--- src/rtl/ram_responder_pkg.sv ---
// Shared parameters and state encoding for the RAM responder.
// All other files of the block import this package.
package ram_responder_pkg;

    localparam int ADDR_W_DEF = 8;
    localparam int DATA_W_DEF = 16;
    localparam int DEPTH_DEF  = 1 << ADDR_W_DEF;
    localparam int FIFO_DEPTH = 2;

    typedef enum logic {
        ST_INIT = 1'b0,
        ST_RUN  = 1'b1
    } state_t;

endpackage

--- src/rtl/ram_responder_if.sv ---
// Request/response bus between an initiator (master) and the RAM responder (slave).
// A request transfers on a rising edge when req_valid && req_ready; a response pops when rsp_valid && rsp_ready.
interface ram_responder_if
    import ram_responder_pkg::*;
#(
    parameter int ADDR_W = ADDR_W_DEF,
    parameter int DATA_W = DATA_W_DEF
);

    logic              req_valid;
    logic              req_ready;
    logic              req_we;
    logic [ADDR_W-1:0] req_addr;
    logic [DATA_W-1:0] req_wdata;
    logic              rsp_valid;
    logic              rsp_ready;
    logic [DATA_W-1:0] rsp_rdata;
    logic              init_done;
    state_t            state;

    modport master (
        output req_valid, req_we, req_addr, req_wdata, rsp_ready,
        input  req_ready, rsp_valid, rsp_rdata, init_done, state
    );

    modport slave (
        input  req_valid, req_we, req_addr, req_wdata, rsp_ready,
        output req_ready, rsp_valid, rsp_rdata, init_done, state
    );

endinterface

--- src/rtl/ram_responder_resp_fifo.sv ---
// Two-entry response queue holding read data until the initiator consumes it.
// Caller guarantees push only when not full (or popping) and pop only when not empty.
module resp_fifo
    import ram_responder_pkg::*;
#(
    parameter int DATA_W = DATA_W_DEF
) (
    input  logic              clk,
    input  logic              rst,
    input  logic              push,
    input  logic [DATA_W-1:0] wdata,
    input  logic              pop,
    output logic [DATA_W-1:0] rdata,
    output logic              full,
    output logic              empty
);

    logic [DATA_W-1:0] entry [FIFO_DEPTH];
    logic              wr_ptr;
    logic              rd_ptr;
    logic [1:0]        count;

    always_ff @(posedge clk or posedge rst) begin
        if (rst) begin
            for (int i = 0; i < FIFO_DEPTH; i++) entry[i] <= '0;
            wr_ptr <= 1'b0;
            rd_ptr <= 1'b0;
            count  <= '0;
        end else begin
            if (push) begin
                entry[wr_ptr] <= wdata;
                wr_ptr        <= ~wr_ptr;
            end
            if (pop) rd_ptr <= ~rd_ptr;
            case ({push, pop})
                2'b10:   count <= count + 1'b1;
                2'b01:   count <= count - 1'b1;
                default: count <= count;
            endcase
        end
    end

    assign rdata = entry[rd_ptr];
    assign full  = (count == 2'(FIFO_DEPTH));
    assign empty = (count == 2'd0);

endmodule

--- src/rtl/ram_responder.sv ---
// Single-port RAM behind a valid/ready request bus: clears itself after reset, then serves
// writes (no response) and reads (data returned in order through a two-entry queue).
module ram_responder
    import ram_responder_pkg::*;
#(
    parameter int ADDR_W = ADDR_W_DEF,
    parameter int DATA_W = DATA_W_DEF,
    parameter int DEPTH  = DEPTH_DEF
) (
    input logic            clk,
    input logic            rst,
    ram_responder_if.slave bus
);

    localparam logic [ADDR_W-1:0] LAST_ADDR = ADDR_W'(DEPTH - 1);
    localparam logic [1:0]        RES_MAX   = 2'(FIFO_DEPTH);

    state_t            state;
    logic [ADDR_W-1:0] sweep;
    logic [1:0]        reserved;
    logic              init_done_q;
    logic              rd_pend;
    logic [DATA_W-1:0] rd_q;
    logic [DATA_W-1:0] mem [DEPTH];

    logic              req_ready_c;
    logic              accept;
    logic              rd_acc;
    logic              rsp_valid_c;
    logic              pop;
    logic              fifo_push;
    logic              fifo_pop;
    logic              fifo_full;
    logic              fifo_empty;
    logic [DATA_W-1:0] fifo_rdata;
    logic              mem_we;
    logic [ADDR_W-1:0] mem_addr;
    logic [DATA_W-1:0] mem_wdata;

    assign req_ready_c = (state == ST_RUN) && (reserved < RES_MAX);
    assign accept      = bus.req_valid && req_ready_c;
    assign rd_acc      = accept && !bus.req_we;

    // The read issued last cycle sits in rd_q; it is handed out directly when the queue is empty.
    assign rsp_valid_c = !fifo_empty || rd_pend;
    assign pop         = rsp_valid_c && bus.rsp_ready;
    assign fifo_pop    = bus.rsp_ready && !fifo_empty;
    assign fifo_push   = rd_pend && !(fifo_empty && bus.rsp_ready) && (!fifo_full || fifo_pop);

    assign mem_we    = (state == ST_INIT) || (accept && bus.req_we);
    assign mem_addr  = (state == ST_INIT) ? sweep : bus.req_addr;
    assign mem_wdata = (state == ST_INIT) ? '0 : bus.req_wdata;

    // No reset on the array so it maps onto block RAM; the INIT sweep does the clearing.
    always_ff @(posedge clk) begin
        if (mem_we) mem[mem_addr] <= mem_wdata;
        rd_q <= mem[bus.req_addr];
    end

    always_ff @(posedge clk or posedge rst) begin
        if (rst) begin
            state       <= ST_INIT;
            sweep       <= '0;
            init_done_q <= 1'b0;
            reserved    <= '0;
            rd_pend     <= 1'b0;
        end else begin
            case (state)
                ST_INIT: begin
                    sweep <= sweep + 1'b1;
                    if (sweep == LAST_ADDR) begin
                        state       <= ST_RUN;
                        init_done_q <= 1'b1;
                    end
                end
                ST_RUN:  state <= ST_RUN;
                default: state <= ST_INIT;
            endcase
            rd_pend <= rd_acc;
            case ({rd_acc, pop})
                2'b10:   reserved <= reserved + 1'b1;
                2'b01:   reserved <= reserved - 1'b1;
                default: reserved <= reserved;
            endcase
        end
    end

    resp_fifo #(.DATA_W(DATA_W)) u_resp_fifo (
        .clk   (clk),
        .rst   (rst),
        .push  (fifo_push),
        .wdata (rd_q),
        .pop   (fifo_pop),
        .rdata (fifo_rdata),
        .full  (fifo_full),
        .empty (fifo_empty)
    );

    assign bus.req_ready = req_ready_c;
    assign bus.rsp_valid = rsp_valid_c;
    assign bus.rsp_rdata = !fifo_empty ? fifo_rdata : (rd_pend ? rd_q : '0);
    assign bus.init_done = init_done_q;
    assign bus.state     = state;

endmodule

--- src/flat_wrapper.sv ---
// flat-port wrapper written by rule: the top's interface ports become plain ports
module ram_responder_flat import ram_responder_pkg::*;
#(
    parameter int ADDR_W = ADDR_W_DEF,
    parameter int DATA_W = DATA_W_DEF,
    parameter int DEPTH  = DEPTH_DEF
)
  (clk, rst, bus_req_valid, bus_req_we, bus_req_addr, bus_req_wdata, bus_rsp_ready, bus_req_ready, bus_rsp_valid, bus_rsp_rdata, bus_init_done, bus_state);
  ram_responder_if #(.ADDR_W(ADDR_W), .DATA_W(DATA_W)) bus_i ();
  input logic clk;
  input logic rst;
  input wire logic [$bits(bus_i.req_valid)-1:0] bus_req_valid;
  input wire logic [$bits(bus_i.req_we)-1:0] bus_req_we;
  input wire logic [$bits(bus_i.req_addr)-1:0] bus_req_addr;
  input wire logic [$bits(bus_i.req_wdata)-1:0] bus_req_wdata;
  input wire logic [$bits(bus_i.rsp_ready)-1:0] bus_rsp_ready;
  output wire logic [$bits(bus_i.req_ready)-1:0] bus_req_ready;
  output wire logic [$bits(bus_i.rsp_valid)-1:0] bus_rsp_valid;
  output wire logic [$bits(bus_i.rsp_rdata)-1:0] bus_rsp_rdata;
  output wire logic [$bits(bus_i.init_done)-1:0] bus_init_done;
  output wire logic [$bits(bus_i.state)-1:0] bus_state;
  assign bus_i.req_valid = bus_req_valid;
  assign bus_i.req_we = bus_req_we;
  assign bus_i.req_addr = bus_req_addr;
  assign bus_i.req_wdata = bus_req_wdata;
  assign bus_i.rsp_ready = bus_rsp_ready;
  assign bus_req_ready = bus_i.req_ready;
  assign bus_rsp_valid = bus_i.rsp_valid;
  assign bus_rsp_rdata = bus_i.rsp_rdata;
  assign bus_init_done = bus_i.init_done;
  assign bus_state = bus_i.state;
  ram_responder #(.ADDR_W(ADDR_W), .DATA_W(DATA_W), .DEPTH(DEPTH)) u_core (.clk(clk), .rst(rst), .bus(bus_i));
endmodule
--- config.mk ---
export PLATFORM = sky130hd
export DESIGN_NAME = ram_responder_flat
export DESIGN_NICKNAME = d
export VERILOG_FILES = /design/src/rtl/ram_responder_pkg.sv /design/src/rtl/ram_responder_if.sv /design/src/rtl/ram_responder_resp_fifo.sv /design/src/rtl/ram_responder.sv /design/src/flat_wrapper.sv
export SDC_FILE = /design/constraint.sdc
export NUM_CORES = 2
export LEC_CHECK = 0
export ABC_AREA = 0
export CORE_UTILIZATION = 35
export CTS_CLUSTER_DIAMETER = 150
export DETAILED_ROUTE_END_ITERATION = 8
export PLACE_DENSITY = 0.62
export SYNTH_ARGS = -nofsm -noshare
export SYNTH_HDL_FRONTEND = slang
export SYNTH_SLANG_ARGS = --single-unit
export TNS_END_PERCENT = 100
--- constraint.sdc ---
create_clock -name clk -period 5.5 [get_ports clk]
set_input_delay 1.375 -clock clk [delete_from_list [all_inputs] [get_ports clk]]
set_output_delay 1.375 -clock clk [all_outputs]
set_load 0.02 [all_outputs]
==> impl_results.md <==
- Pwr/cell area: 344 nW/um^2
- Share of cells above drive strength 1: 23.9%
- Hold_buf cts: 0
- Slowest stage delay, CP: just under 0.9 ns
- Max layer used: met5
- Fmax: ~210 MHz
- First-pass GRT wire length: 624000 microns
- Global route overflow: 0
- Critical path cell sequence: nor2_2 > nand3_1 > o21ai_0 > clkdlybuf4s50_1
- Critical path capture point type: primary output
- Ys async rst share: between 1 and 1.5%
- Yosys cell types: 78
- Htree depth: 5
- WL met2: 211000 microns
- CTS tree: built
- Worst path buffer plus inverter count: 1
- RSZ-0062 raised after global routing: no
- Post-CTS Setup Repair Bufs: 0
- GPL Wtd Cong: ~0.86
- Leak: approximately 49 nW
- PnR Total Power: ~64 mW
- Status: complete, but fails checks
- Fill cells: approximately 40000
- CP Launch Point: u_core.u_resp_fifo.count[0]
- Commonest non-fill, non-tap cell in the layout: edfxtp_1
- Met1 Wirelength: about 180000 microns
- Post-synth EDFFs: 4096
- Fin util: between 40 and 50%
- Capture point of the worst reg-to-reg path: u_core.reserved[1]
- Synth Cell Area: 162000 sq um
- Wire per inst: 30.1 microns
- Worst r2r path cells: 6
- Setup Viol. Count Final: 0
- Reg area: between 100000 and 150000 sq um
- Setup CP Type: register to primary output
- Initial antenna violation count: 23
- Max IR drop VDD: between 0.3 and 0.4 mV
- Worst path slowest cell: nor2_2
- PortBufs: 48
- Startpoint types: register
- HP Class: register to register
- # rows: between 200 and 250
- Via Count: between 80000 and 90000
- Hpwl dp: 272000 microns
- CTS Sinks: 4161
- Mapped Avg Cell Area: around 21 sq um
- Worst EP required: 4.12 ns
- Reg2reg start: u_core.bus.state
- Max_cap viols: 1
- # nets final: roughly 8300
- Post-synth top flop: edfxtp_1
- Crit share post-route: 85.8%
- YS warnings: 0
- Delay-heaviest family, CP: simple AND/OR/NAND/NOR gates
- Final WL: about 440000 microns
- Post-cts sizing count: 0
- Vias in the first global route: about 80000
- TritonRoute pass-1 iters: 8
- Sequential fraction of the synthesis area: approximately three quarters
- Worst hold margin: 0.500 ns
- Reg2reg setup slack: ~1.7 ns
- Routed Antenna Nets: 0
- Initial core utilization: a little over a third
- Worst-path clk slew: around 0.060 ns
- Core area: roughly 460000 sq um
- Wire length on met3: between 30000 and 40000 microns
- # DRC: 0
- Post-DR vias/cell: between 5 and 6
- Chip Width: roughly 700 microns
- Fin. Hold Viols: 0
- CTS root buffer: clkbuf_16
- Total track usage: between 10% and 20%
- Num ports: around 50
- Die area: between 400000 and 500000 sq um
- Commonest non-fill, non-tap cells in the layout: 4096 x edfxtp_1, 724 x mux4_2, 628 x mux2i_1
- Post-synth net total: between 7000 and 8000
- Final Slew Violations: 5
- Largest net degree at the start of global routing: 149
- Multi-input gate area: roughly 34000 sq um
- Failing checks: capacitance limit, slew limit
- Total CTS buffers: about 420
- Max Clock Skew: 0.0807 ns
- Worst Tran Pin Value: between 1.5 and 2 ns
- Worst-Skew Late Latency: ~0.99 ns
- Clock tree buffer depth: 4
- Tmin final: ~4.7 ns
- CP Capture Point: bus_rsp_rdata[2]
- Number of synthesized register bits: around 4200
- Iter 0 DRT Violations: ~10000
- CP Data Arrival Time: 3.34 ns
- Crit. path cell count: 4
- Post-synthesis cell count: about 7700
- Die Y: 683 microns
- Headroom to the max-slew limit: -3.51%
- Area grow syn2layout: 14.6%
- Crit-path max FO: 33
-- power breakdown --
group | internal (mW) | switching [mW]
clock | 15.7 | 12.0
sequential | 34.3 | 0.131
combinational | 0.681 | 1.27
-- registers in the layout (all words and copies together), names as in the netlist, 2 cells and up --
| register | flops |
|---|---|
| u_core.mem | 4096 |
| u_core.rd_q | 16 |
| u_core.reserved | 2 |
| u_core.sweep | 8 |
| u_core.u_resp_fifo.count | 2 |
| u_core.u_resp_fifo.entry | 32 |
-- through the flow --
| stage | setup TNS (ns) | std cells | cell area (sq um) | setup slack, ns |
|---|---|---|---|---|
| after floorplan | -270.56 | 7657 | 162000 | -0.151 |
| after global placement | -0.120 | 14000 | 173000 | -0.120 |
| after detailed placement | -0.108 | 14000 | 173000 | -0.108 |
| after CTS | 0 | 14800 | 186000 | 0.715 |
| after global routing | 0 | 14800 | 186000 | 0.596 |
| final | 0 | 14800 | 186000 | 0.782 |
-- worst register-to-register path: stages, from the launching register on --
cell,delay (ns)
dfrtp_2,0.79
nor2b_1,0.63
nand3b_1,0.78
ha_1,0.54
xnor2_1,0.13
nor2_1,0.66
xor2_1,0.14
-- logic make-up (layout without fill, tap and decap cells) --
kind of cell	Yosys count	in the layout	share of synthesized area (%)
XOR/XNOR	15	15	0.0810
AND/OR/NAND/NOR	733	733	2.14
flip-flops	4161	4161	76.8
AO/OA/AOI/OAI	804	804	3.58
adder cells (fa/ha/maj)	3	3	0.0231
buffers and inverters	477	1442	2.15
other	0	6	0
multiplexers	1464	1464	15.3
-- layer usage --
metal	GRT usage (%)	vias up
met4	7.45	10
met1	25.3	43800
li1	-	33600
met2	29.9	4028
met5	0	-
met3	3.21	751
-- cell type report --
class	count	area share [%]
inverters	9	0.0249
diodes	6	0.00807
clock inverters	249	1.20
multi-input cells	3019	18.5
well taps	6149	4.14
clock buffers	520	5.93
repair buffers	664	3.27
flip-flops and latches	4161	67.0
-- synth_stat cells, drive strengths merged, types with 4 or more instances --
| library cell | number | share of area, % |
|---|---|---|
| mux4 | 786 | 11 |
| mux2i | 628 | 3.9 |
| or3 | 6 | 0.023 |
| o31ai | 8 | 0.037 |
| clkbuf | 186 | 0.46 |
| o21a | 10 | 0.046 |
| nor4 | 59 | 0.24 |
| o21ai | 88 | 0.27 |
| mux2 | 50 | 0.35 |
| dfxtp | 16 | 0.20 |
| a22o | 21 | 0.11 |
| nand2b | 40 | 0.15 |
| and2 | 21 | 0.081 |
| a221oi | 9 | 0.049 |
| inv | 7 | 0.016 |
| dlygate4sd1 | 4 | 0.022 |
| xor2 | 6 | 0.032 |
| or2 | 18 | 0.069 |
| edfxtp | 4096 | 76 |
| buf | 277 | 1.6 |
| dfrtp | 49 | 0.76 |
| nand4 | 19 | 0.073 |
| nand3 | 44 | 0.14 |
| a211oi | 39 | 0.18 |
| a21oi | 129 | 0.40 |
| nor2b | 9 | 0.035 |
| a31oi | 10 | 0.039 |
| nor2 | 314 | 0.73 |
| a22oi | 53 | 0.25 |
| nor3 | 97 | 0.30 |
| o32ai | 12 | 0.065 |
| xnor2 | 9 | 0.049 |
| o221ai | 253 | 1.4 |
| nand2 | 86 | 0.20 |
| o22ai | 130 | 0.50 |
| a211o | 5 | 0.027 |
| a2111oi | 15 | 0.089 |
-- worst min-delay path by stage --
stage / from / endpoint / slack (ns) / depth (start not counted)
after floorplan: u_core.u_resp_fifo.wr_ptr / u_core.u_resp_fifo.wr_ptr / 0.46 / 2
after global placement: u_core.u_resp_fifo.wr_ptr / u_core.u_resp_fifo.wr_ptr / 0.47 / 2
after detailed placement: u_core.reserved[0] / u_core.reserved[0] / 0.49 / 1
after CTS: u_core.reserved[0] / u_core.reserved[0] / 0.50 / 1
after global routing: u_core.u_resp_fifo.entry[25] / u_core.u_resp_fifo.entry[25] / 0.51 / 1
final: u_core.reserved[0] / u_core.reserved[0] / 0.50 / 1
Note: power is estimated with default switching activity, not from simulation.
